[src/rtl/usb_crc_serial_pkg.sv]
// -----------------------------------------------------------------------------
// usb_crc_pkg
// Shared constants for the serial USB CRC engine:
//   - CRC5 (token) and CRC16 (data) generator, preload and good-packet residual
//   - FSM state encodings for usb_crc_serial
// Polynomials carry an implicit x^WIDTH term; bit WIDTH-1 is the MSB that is
// shifted out first.
// -----------------------------------------------------------------------------
package usb_crc_pkg;

    // CRC5: x^5 + x^2 + 1
    localparam logic [4:0]  CRC5_POLY      = 5'h05;
    localparam logic [4:0]  CRC5_INIT      = 5'h1F;
    localparam logic [4:0]  CRC5_RESIDUAL  = 5'h0C;

    // CRC16: x^16 + x^15 + x^2 + 1
    localparam logic [15:0] CRC16_POLY     = 16'h8005;
    localparam logic [15:0] CRC16_INIT     = 16'hFFFF;
    localparam logic [15:0] CRC16_RESIDUAL = 16'h800D;

    // FSM encodings (plain constants so legacy tools can share them)
    localparam logic [2:0]  ST_IDLE    = 3'd0;
    localparam logic [2:0]  ST_DATA    = 3'd1;
    localparam logic [2:0]  ST_CRC_OUT = 3'd2;
    localparam logic [2:0]  ST_CHECK   = 3'd3;
    localparam logic [2:0]  ST_DONE    = 3'd4;

    // Bit-counter width able to hold WIDTH-1
    function automatic int crc_cnt_w(input int width);
        return (width > 2) ? $clog2(width) : 1;
    endfunction

endpackage

[src/rtl/usb_crc_serial_if.sv]
// -----------------------------------------------------------------------------
// usb_crc_serial_if
// Bit-serial link between the packet serialiser (master) and the CRC engine
// (slave). The engine output continues toward the bit-stuffer/NRZI stage.
//   start      master->slave  one-cycle packet start, latches mode
//   mode       master->slave  0 = generate (TX), 1 = check (RX)
//   halt_tx    master->slave  stuffing stall, freezes the engine
//   data_in    master->slave  serial payload bit
//   data_last  master->slave  marks the final bit of data_in
//   data_out   slave->master  serial bit toward the stuffer
//   crc_active slave->master  data_out carries a CRC bit
//   done       slave->master  end-of-packet pulse
//   error      slave->master  RX residual mismatch
//   int_data   slave->master  live LFSR contents
// -----------------------------------------------------------------------------
interface usb_crc_serial_if #(
    parameter int WIDTH = 16
);
    import usb_crc_pkg::*;

    logic             start;
    logic             mode;
    logic             halt_tx;
    logic             data_in;
    logic             data_last;
    logic             data_out;
    logic             crc_active;
    logic             done;
    logic             error;
    logic [WIDTH-1:0] int_data;

    modport master (
        output start, mode, halt_tx, data_in, data_last,
        input  data_out, crc_active, done, error, int_data
    );

    modport slave (
        input  start, mode, halt_tx, data_in, data_last,
        output data_out, crc_active, done, error, int_data
    );

endinterface

[src/rtl/usb_crc_serial_lfsr_step.sv]
// -----------------------------------------------------------------------------
// crc_lfsr_step
// Combinational single-bit step of an MSB-first Galois LFSR. Kept separate so
// parallel CRC blocks can chain several of these per clock.
//   crc_i  WIDTH  current remainder
//   bit_i  1      incoming serial bit
//   crc_o  WIDTH  remainder after absorbing bit_i
// -----------------------------------------------------------------------------
module crc_lfsr_step #(
    parameter int               WIDTH = 16,
    parameter logic [WIDTH-1:0] POLY  = 16'h8005
) (
    input  logic [WIDTH-1:0] crc_i,
    input  logic             bit_i,
    output logic [WIDTH-1:0] crc_o
);

    logic fb;

    assign fb    = bit_i ^ crc_i[WIDTH-1];
    assign crc_o = {crc_i[WIDTH-2:0], 1'b0} ^ (fb ? POLY : '0);

endmodule

[src/rtl/usb_crc_serial.sv]
// -----------------------------------------------------------------------------
// usb_crc_serial
// Serial USB CRC engine, CRC5 or CRC16 selected by parameters (WIDTH 5 or 16).
//   TX (mode=0): payload bits pass through to data_out, then the complemented
//                remainder is appended MSB first with crc_active high.
//   RX (mode=1): payload plus received CRC run through the LFSR; the final
//                remainder is compared with RESIDUAL and error reports a miss.
// Ports:
//   clk_c  in  clock, all state on posedge
//   reset  in  synchronous active-low reset
//   bus    usb_crc_serial_if.slave (start/mode/halt_tx/data_in/data_last in;
//          data_out/crc_active/done/error/int_data out)
// Build option:
//   CRC_ERR_STICKY_EN  defined   -> error holds after a mismatch until
//                                   the next start or reset
//                      undefined -> error is a one-cycle pulse with done
// Timing: data_out, crc_active, done and error are all registered. done rises
// one cycle after the last CRC bit is on data_out (TX) or one cycle after the
// data_last bit is on data_out (RX).
// -----------------------------------------------------------------------------
module usb_crc_serial
    import usb_crc_pkg::*;
#(
    parameter int               WIDTH    = 16,
    parameter logic [WIDTH-1:0] POLY     = CRC16_POLY,
    parameter logic [WIDTH-1:0] INIT     = CRC16_INIT,
    parameter logic [WIDTH-1:0] RESIDUAL = CRC16_RESIDUAL
) (
    input  logic             clk_c,
    input  logic             reset,
    usb_crc_serial_if.slave  bus
);

    localparam int CW = crc_cnt_w(WIDTH);

    logic [2:0]       state_q, state_d;
    logic [WIDTH-1:0] crc_q,   crc_d;
    logic [WIDTH-1:0] crc_step;
    logic [CW-1:0]    cnt_q,   cnt_d;
    logic             mode_q,  mode_d;
    logic             dout_q,  dout_d;
    logic             act_q,   act_d;
    logic             done_q,  done_d;
    logic             err_q,   err_d;

    crc_lfsr_step #(
        .WIDTH (WIDTH),
        .POLY  (POLY)
    ) u_step (
        .crc_i (crc_q),
        .bit_i (bus.data_in),
        .crc_o (crc_step)
    );

    always_comb begin
        state_d = state_q;
        crc_d   = crc_q;
        cnt_d   = cnt_q;
        mode_d  = mode_q;
        dout_d  = dout_q;
        act_d   = act_q;
        done_d  = 1'b0;
`ifdef CRC_ERR_STICKY_EN
        err_d   = err_q;
`else
        err_d   = 1'b0;
`endif

        if (bus.start) begin
            // start wins in every state: an in-flight packet is dropped
            // silently (no done) and the engine re-arms.
            state_d = ST_DATA;
            crc_d   = INIT;
            cnt_d   = '0;
            mode_d  = bus.mode;
            dout_d  = 1'b0;
            act_d   = 1'b0;
            err_d   = 1'b0;
        end else begin
            case (state_q)
                ST_IDLE: begin
                    dout_d = 1'b0;
                    act_d  = 1'b0;
                end

                ST_DATA: begin
                    // A stalled cycle is invisible, including data_last;
                    // the source holds both until the stall drops.
                    if (!bus.halt_tx) begin
                        crc_d  = crc_step;
                        dout_d = bus.data_in;
                        if (bus.data_last) begin
                            state_d = mode_q ? ST_CHECK : ST_CRC_OUT;
                            cnt_d   = CW'(WIDTH - 1);
                        end
                    end
                end

                ST_CRC_OUT: begin
                    // Shift the remainder out MSB first, complemented. The
                    // counter only moves on emitted bits, so stalls never
                    // change how many CRC bits leave.
                    if (!bus.halt_tx) begin
                        dout_d = ~crc_q[WIDTH-1];
                        crc_d  = {crc_q[WIDTH-2:0], 1'b0};
                        act_d  = 1'b1;
                        if (cnt_q == '0) begin
                            state_d = ST_DONE;
                        end else begin
                            cnt_d = cnt_q - 1'b1;
                        end
                    end
                end

                ST_CHECK: begin
                    err_d   = (crc_q != RESIDUAL);
                    done_d  = 1'b1;
                    dout_d  = 1'b0;
                    state_d = ST_IDLE;
                end

                ST_DONE: begin
                    done_d  = 1'b1;
                    act_d   = 1'b0;
                    dout_d  = 1'b0;
                    state_d = ST_IDLE;
                end

                default: begin
                    state_d = ST_IDLE;
                end
            endcase
        end
    end

    always_ff @(posedge clk_c) begin
        if (!reset) begin
            state_q <= ST_IDLE;
            crc_q   <= INIT;
            cnt_q   <= '0;
            mode_q  <= 1'b0;
            dout_q  <= 1'b0;
            act_q   <= 1'b0;
            done_q  <= 1'b0;
            err_q   <= 1'b0;
        end else begin
            state_q <= state_d;
            crc_q   <= crc_d;
            cnt_q   <= cnt_d;
            mode_q  <= mode_d;
            dout_q  <= dout_d;
            act_q   <= act_d;
            done_q  <= done_d;
            err_q   <= err_d;
        end
    end

    assign bus.data_out   = dout_q;
    assign bus.crc_active = act_q;
    assign bus.done       = done_q;
    assign bus.error      = err_q;
    assign bus.int_data   = crc_q;

endmodule

[src/flat_wrapper.sv]
// flat-port wrapper written by rule: the top's interface ports become plain ports
module usb_crc_serial_flat import usb_crc_pkg::*;
#(
    parameter int               WIDTH    = 16,
    parameter logic [WIDTH-1:0] POLY     = CRC16_POLY,
    parameter logic [WIDTH-1:0] INIT     = CRC16_INIT,
    parameter logic [WIDTH-1:0] RESIDUAL = CRC16_RESIDUAL
)
  (clk_c, reset, bus_start, bus_mode, bus_halt_tx, bus_data_in, bus_data_last, bus_data_out, bus_crc_active, bus_done, bus_error, bus_int_data);
  usb_crc_serial_if #(.WIDTH(WIDTH)) bus_i ();
  input  logic clk_c;
  input  logic reset;
  input wire logic [$bits(bus_i.start)-1:0] bus_start;
  input wire logic [$bits(bus_i.mode)-1:0] bus_mode;
  input wire logic [$bits(bus_i.halt_tx)-1:0] bus_halt_tx;
  input wire logic [$bits(bus_i.data_in)-1:0] bus_data_in;
  input wire logic [$bits(bus_i.data_last)-1:0] bus_data_last;
  output wire logic [$bits(bus_i.data_out)-1:0] bus_data_out;
  output wire logic [$bits(bus_i.crc_active)-1:0] bus_crc_active;
  output wire logic [$bits(bus_i.done)-1:0] bus_done;
  output wire logic [$bits(bus_i.error)-1:0] bus_error;
  output wire logic [$bits(bus_i.int_data)-1:0] bus_int_data;
  assign bus_i.start = bus_start;
  assign bus_i.mode = bus_mode;
  assign bus_i.halt_tx = bus_halt_tx;
  assign bus_i.data_in = bus_data_in;
  assign bus_i.data_last = bus_data_last;
  assign bus_data_out = bus_i.data_out;
  assign bus_crc_active = bus_i.crc_active;
  assign bus_done = bus_i.done;
  assign bus_error = bus_i.error;
  assign bus_int_data = bus_i.int_data;
  usb_crc_serial #(.WIDTH(WIDTH), .POLY(POLY), .INIT(INIT), .RESIDUAL(RESIDUAL)) u_core (.clk_c(clk_c), .reset(reset), .bus(bus_i));
endmodule
[config.mk]
export PLATFORM = sky130hd
export DESIGN_NAME = usb_crc_serial_flat
export DESIGN_NICKNAME = d
export VERILOG_FILES = /design/src/rtl/usb_crc_serial_pkg.sv /design/src/rtl/usb_crc_serial_if.sv /design/src/rtl/usb_crc_serial_lfsr_step.sv /design/src/rtl/usb_crc_serial.sv /design/src/flat_wrapper.sv
export SDC_FILE = /design/constraint.sdc
export NUM_CORES = 1
export LEC_CHECK = 0
export BUFFER_PORTS_ARGS = -buffer_cell sky130_fd_sc_hd__clkbuf_2
export CORE_ASPECT_RATIO = 2
export CORE_MARGIN = 4
export CORE_UTILIZATION = 40
export DETAILED_ROUTE_END_ITERATION = 6
export GPL_TIMING_DRIVEN = 1
export MAX_ROUTING_LAYER = met4
export PLACE_DENSITY = 0.58
export SYNTH_ARGS = -nofsm -noshare
export SYNTH_HDL_FRONTEND = slang
export SYNTH_SLANG_ARGS = --single-unit
[constraint.sdc]
create_clock -name clk_c -period 1.8 [get_ports clk_c]
set_clock_uncertainty 0.15 [all_clocks]
set_input_delay 0.18 -clock clk_c [delete_from_list [all_inputs] [get_ports clk_c]]
set_output_delay 0.18 -clock clk_c [all_outputs]
set_load 0.05 [all_outputs]
==> qor.csv, run 1 <==
metric,value,unit
Final Hold Vio Count,0,
Slew HR,73.3,%
"Warnings, synthesis",0,
Final Wtd Congestion,0.845,
Via density,5.61,
clock root cell,clkbuf_8,
Crit path max-delay family,compound AO/OA/AOI/OAI gates,
nets@finish,181,
flop2flop setup slack,80,ps
number of synthesized flops with an enable pin,0,
largest net degree at the start of global routing,19,
Core Box Area,2980,µm²
Commonest cells post-synth,"dfxtp_1 (28), nand2_1 (28), nand3_1 (14)",
#FFs+latches synth,28,
min-delay src,reset,
TritonCTS buffer count,3,
CP max stage delay,390,ps
fmax,0.581,GHz
io pins,27,
vias in the first global route,1111,
drt first-iter violations,46,
worst-path fanout max,5,
Post-CTS Hold Buffers,0,
vias,1127,
status,completed,
Tightest Pin Transition,401,ps
final worst-path cycle share,95.6,%
CTS Buffer Depth,2,
CP Capture Type,flip-flop,
ys async rst share,0,%
DRC Markers,0,
most area-consuming cells after synthesis,"dfxtp_1 (45%), nand2_1 (8.4%), nand3_1 (5.6%)",
Hold Path Class,input port to flip-flop,
Slowest cell on crit path,or3b_4,
Synth Flop Type,dfxtp_1,
Synth Net Count,154,
Worst EP required,1870,ps
Routed WL per cell,15.5,µm
reg2reg end,u_core.cnt_q[1],
synth unique cells,38,
register area share after synthesis,45.0,%
WS Path Type,flip-flop to flip-flop,
minimum clock period,1720,ps
Antenna Nets Post-Route,0,
R2R depth,6,
initial antenna violation count,0,
placed insts,197,
GRT overflow,0,
setup violators final,0,
Die W,47.5,µm
clock tree sinks,28,
row count,28,
post-synth top area cell,dfxtp_1,
total chip power,1.17,mW
detailed-route wire length,3120,µm
port bufs,26,
Hold Crit Endpoint,u_core.state_q[0],
Worst Setup Start Kind,flip-flop,
die area,4120,µm²
Reg2Reg Launch Point,u_core.cnt_q[0],
Max IR drop VDD,0.480,mV
layout cell share with drive strength beyond 1,26.9,%
Setup TNS,0,ps
Lkg Pwr,0.633,nW
Die Ht,86.9,µm
hold path cells,2,
H-tree depth,1,
area of the mapped netlist,1240,µm²
"Slew Viols, Final",0,
drt first pass iters,4,
Total GRT Usage,18.0,%
Finished Layout Cells,201,
MaxCap Viol Count,0,
Synth Instances,146,
post-synth top area share,45.0,%
final core utilization,49.6,%
Detailed Place HPWL,2320,µm
initial core utilization,41.8,%
Area growth syn-to-layout,18.6,%
Worst-path clk slew,90,ps
later-pin clock latency in the skew report,270,ps
crit-path cells,inv_2 -> ha_4 -> or3b_4 -> a22o_4 -> a41o_1 -> nor2_1,
Pwr Density,794,nW/µm²
mean cell area of the mapped netlist,8.53,µm²
CTS tree,done,
Antenna diodes,0,
WP data arrival,1790,ps
CP bufs+invs,1,
first-pass GRT wire length,5330,µm
[per-stage QoR]
stage / area [µm²] / setup WS (ps) / hold slack, ps
final: 1480 / 79.7 / 7.96
after global routing: 1480 / -1.23 / 0.0301
after CTS: 1450 / 18.4 / 6.49
after detailed placement: 1410 / 44.1 / 305
after global placement: 1410 / 123 / 277
after floorplan: 1240 / 150 / 148
[how the worst max path moves through the flow]
stage | from | end | slack [ps] | cells past startpoint
6_report | u_core.cnt_q[0] | u_core.cnt_q[1] | 80 | 6
5_1_grt | u_core.cnt_q[0] | u_core.cnt_q[1] | -1 | 6
4_1_cts | u_core.cnt_q[0] | u_core.cnt_q[1] | 20 | 6
3_5_place_dp | u_core.cnt_q[0] | u_core.cnt_q[1] | 40 | 6
3_3_place_gp | u_core.cnt_q[0] | u_core.cnt_q[1] | 120 | 6
2_1_floorplan | u_core.cnt_q[0] | u_core.cnt_q[1] | 150 | 6
[area by class of cell]
type                       instances  area, µm²
fill                             295       1500
multi-input combinational        105        634
sequential                        28        564
timing repair buffer              32        188
clock buffer                       3       41.3
tap                               30       37.5
inverter                           3       11.3
[logic make-up (layout without fill, tap and decap cells)]
| group | after synthesis | count (layout) | share of synthesized area, % |
|---|---|---|---|
| AOI/OAI and AO/OA | 23 | 23 | 13.1 |
| muxes | 1 | 1 | 0.804 |
| adders and majority gates | 1 | 1 | 1.00 |
| DFF | 28 | 28 | 45.0 |
| xor gates and xnor gates | 3 | 3 | 2.11 |
| and+or+nand+nor | 77 | 77 | 32.7 |
| buffers and inverters | 13 | 38 | 5.33 |
[report_power, final]
part	total (mW)	leakage (nW)	internal (mW)	switching (mW)
clock network	0.340	0.0216	0.150	0.189
logic	0.179	0.383	0.0650	0.114
registers	0.654	0.229	0.634	0.0195
[flip-flops by register name, summed over array words and instances, names as in the netlist]
name,flops
u_core.bus.done,1
u_core.bus.int_data,16
u_core.bus.crc_active,1
u_core.bus.error,1
u_core.state_q,3
u_core.cnt_q,4
u_core.bus.data_out,1
u_core.mode_q,1
[cells in the final DEF, fill, tap and decap left out, types with 2 or more instances in the layout]
cell type	n
nor2b_1	3
a31oi_1	2
a311oi_1	2
nand3b_1	3
nor4b_1	2
o21a_1	3
clkbuf_8	3
nor4_1	4
nor3b_1	2
nand3_1	14
nor3_1	7
a21oi_1	7
nand2_1	28
nand2b_1	2
inv_2	2
xnor2_1	3
clkbuf_2	26
buf_4	5
nor2_1	3
o21ai_0	3
dfxtp_1	27
[per-layer routing]
layer	GRT usage (%)	routed length, µm	vias up
li1	-	-	570
met5	-	0	-
met2	31.3	1760	27
met4	6.05	44	0
met1	19.9	1200	525
met3	2.48	109	5
[timing repair]
action                                  CTS  global route
gates resized for setup                   0             7
endpoints found under the setup margin    0             4
buffers inserted                          0             1
[worst reg2reg max path, stage by stage (launching register included)]
cell and delay, ps:
dfxtp_4 370, inv_2 60, ha_4 130, or3b_4 390, a22o_4 250, a41o_1 230, nor2_1 80
No activity file was read; power rests on OpenSTA's default activity.
==> inputs of run 2 (changes only) <==
--- a/config.mk
+++ b/config.mk
@@ -6,13 +6,15 @@
 export NUM_CORES = 1
 export LEC_CHECK = 0
 export BUFFER_PORTS_ARGS = -buffer_cell sky130_fd_sc_hd__clkbuf_2
+export CELL_PAD_IN_SITES_DETAIL_PLACEMENT = 1
+export CELL_PAD_IN_SITES_GLOBAL_PLACEMENT = 2
 export CORE_ASPECT_RATIO = 2
 export CORE_MARGIN = 4
-export CORE_UTILIZATION = 40
+export CORE_UTILIZATION = 31
 export DETAILED_ROUTE_END_ITERATION = 6
 export GPL_TIMING_DRIVEN = 1
 export MAX_ROUTING_LAYER = met4
-export PLACE_DENSITY = 0.58
+export PLACE_DENSITY = 0.73
 export SYNTH_ARGS = -nofsm -noshare
 export SYNTH_HDL_FRONTEND = slang
 export SYNTH_SLANG_ARGS = --single-unit
==> constraint.sdc (replaced) <==
create_clock -name clk_c -period 1.74 [get_ports clk_c]
set_clock_uncertainty 0.15 [all_clocks]
set_input_delay 0.174 -clock clk_c [delete_from_list [all_inputs] [get_ports clk_c]]
set_output_delay 0.174 -clock clk_c [all_outputs]
set_load 0.01 [all_outputs]
==> run 2 against run 1 <==
  * Register-to-register slack hardly changed
  * Total power is 5.7% higher
  * First-iteration DRC count is 74% lower
  * Clock-buffer cell count is 1 higher
  * Non-clock buffer count is 3 higher
  * Core utilization is 9.7 points lower
  * Combinational power is 15% lower
  * Fmax is 2.9% higher
  * Largest power group unchanged
  * Die area is 25% higher
  * Worst setup slack worse by 12 ps
==> qor.csv, run 2 (synthesized netlist as in run 1, its figures left out) <==
metric,value,unit
status,completed,
vias in the first global route,1253,
Core Box Area,3880,µm²
first-pass GRT wire length,5850,µm
GRT overflow,0,
later-pin clock latency in the skew report,270,ps
WS Path Type,flip-flop to flip-flop,
Clk pwr share,33.1,%
CTS Buffer Depth,2,
Slew HR,61.2,%
worst-path fanout max,5,
drt first pass iters,2,
min-delay src,bus_mode,
sequential cell fraction of total power,54.7,%
"most common cell after layout, fill and taps aside",nand2_1,
initial antenna violation count,0,
Setup TNS,0,ps
layout cell share with drive strength beyond 1,29.1,%
Die Ht,97.6,µm
Total GRT Usage,14.8,%
Antenna Nets Post-Route,0,
Final Hold Vio Count,0,
Fillers,489,
hold path cells,3,
Reg2Reg Launch Point,u_core.cnt_q[0],
Detailed Place HPWL,2590,µm
port bufs,26,
CP Capture Type,flip-flop,
Via density,5.15,
nets@finish,184,
R2R depth,6,
Logic pwr share,12.2,%
"commonest cells after routing, fill and taps aside","nand2_1 (28), clkbuf_2 (26), dfxtp_1 (26)",
drt first-iter violations,12,
TritonCTS buffer count,3,
DRC Markers,0,
minimum clock period,1670,ps
Worst Setup Start Kind,flip-flop,
Routed WL per cell,15.1,µm
io pins,27,
WP data arrival,1730,ps
switching share of power,25.2,%
RSZ-0062 raised after global routing,true,
Antenna diodes,0,
Lkg Pwr,0.658,nW
reg2reg end,u_core.cnt_q[1],
detailed-route wire length,3410,µm
die area,5160,µm²
Area growth syn-to-layout,24.3,%
MaxCap Viol Count,0,
H-tree depth,1,
max FFs per register,16,
row count,32,
internal power,0.928,mW
Worst-path clk slew,100,ps
clock tree sinks,28,
Pwr Density,801,nW/µm²
Hold Path Class,input port to flip-flop,
initial core utilization,32.1,%
Hold Crit Endpoint,u_core.mode_q,
sw power,0.312,mW
Die W,52.8,µm
largest net degree at the start of global routing,19,
Tightest Pin Transition,582,ps
Max IR drop VDD,0.401,mV
clock root cell,clkbuf_8,
total chip power,1.24,mW
vias,1165,
final core utilization,39.9,%
fmax,0.598,GHz
Final Wtd Congestion,0.749,
CTS tree,done,
setup violators final,0,
final worst-path cycle share,96.1,%
Worst EP required,1800,ps
flop2flop setup slack,70,ps
"Slew Viols, Final",0,
[run 2: repair_timing]
| item | 4_1_cts | 5_1_grt |
|---|---|---|
| hold buffers | 1 | 0 |
| setup endpoints to repair | 3 | 9 |
| gates resized for setup | 2 | 6 |
| hold endpoints to repair | 1 | 0 |
| setup buffers | 1 | 1 |
| pin swaps | 0 | 6 |
[run 2: how the worst max path moves through the flow]
stage                            startpoint                       to  slack [ps]
after floorplan             u_core.cnt_q[0]          u_core.cnt_q[1]          90
after global placement      u_core.cnt_q[0]          u_core.cnt_q[1]          50
after detailed placement    u_core.cnt_q[0]          u_core.cnt_q[1]         -10
after CTS                   u_core.cnt_q[0]          u_core.cnt_q[1]         0.8
after global routing      u_core.state_q[0]  u_core.bus.int_data[14]         -30
final                       u_core.cnt_q[0]          u_core.cnt_q[1]          70
[run 2: layout make-up]
| class | count | area, µm² | area share [%] |
|---|---|---|---|
| clock buffer | 4 | 55.1 | 3.56 |
| sequential | 28 | 563 | 36.4 |
| timing repair buffer | 35 | 213 | 13.7 |
| inverter | 3 | 11.3 | 0.728 |
| tap | 51 | 63.8 | 4.12 |
| multi-input combinational | 105 | 642 | 41.5 |
[run 2: metrics by stage]
stage | hold slack [ps] | area (µm²) | instances | setup WS (ps)
after floorplan | 142 | 1240 | 146 | 90.1
after global placement | 273 | 1440 | 219 | 47.0
after detailed placement | 279 | 1440 | 219 | -11.7
after CTS | 2.87 | 1520 | 225 | 0.789
after global routing | 16.9 | 1550 | 226 | -28.4
final | 5.18 | 1550 | 226 | 68.0
[run 2: routing by layer]
layer	GRT usage, %	routed length, µm	vias to the layer above
met5	-	0	-
met4	4.13	26	0
met3	1.54	78	2
met2	26.7	1990	15
met1	16.3	1320	578
li1	-	-	570
[run 2: power by group through the flow]
| stage | Combinational [mW] | Clock, mW | Sequential [mW] |
|---|---|---|---|
| 2_1_floorplan | 0.0985 | 0 | 0.689 |
| 3_3_place_gp | 0.141 | 0 | 0.692 |
| 3_5_place_dp | 0.146 | 0 | 0.693 |
| 4_1_cts | 0.151 | 0.425 | 0.678 |
| 5_1_grt | 0.171 | 0.450 | 0.682 |
| 6_report | 0.152 | 0.410 | 0.678 |
[run 2: worst max-delay path, cell delays in order (launching register included)]
cell     delay [ps]
dfxtp_2         340
inv_1            80
ha_4            130
or3b_4          380
a22o_4          260
a41o_1          180
nor2_1           90
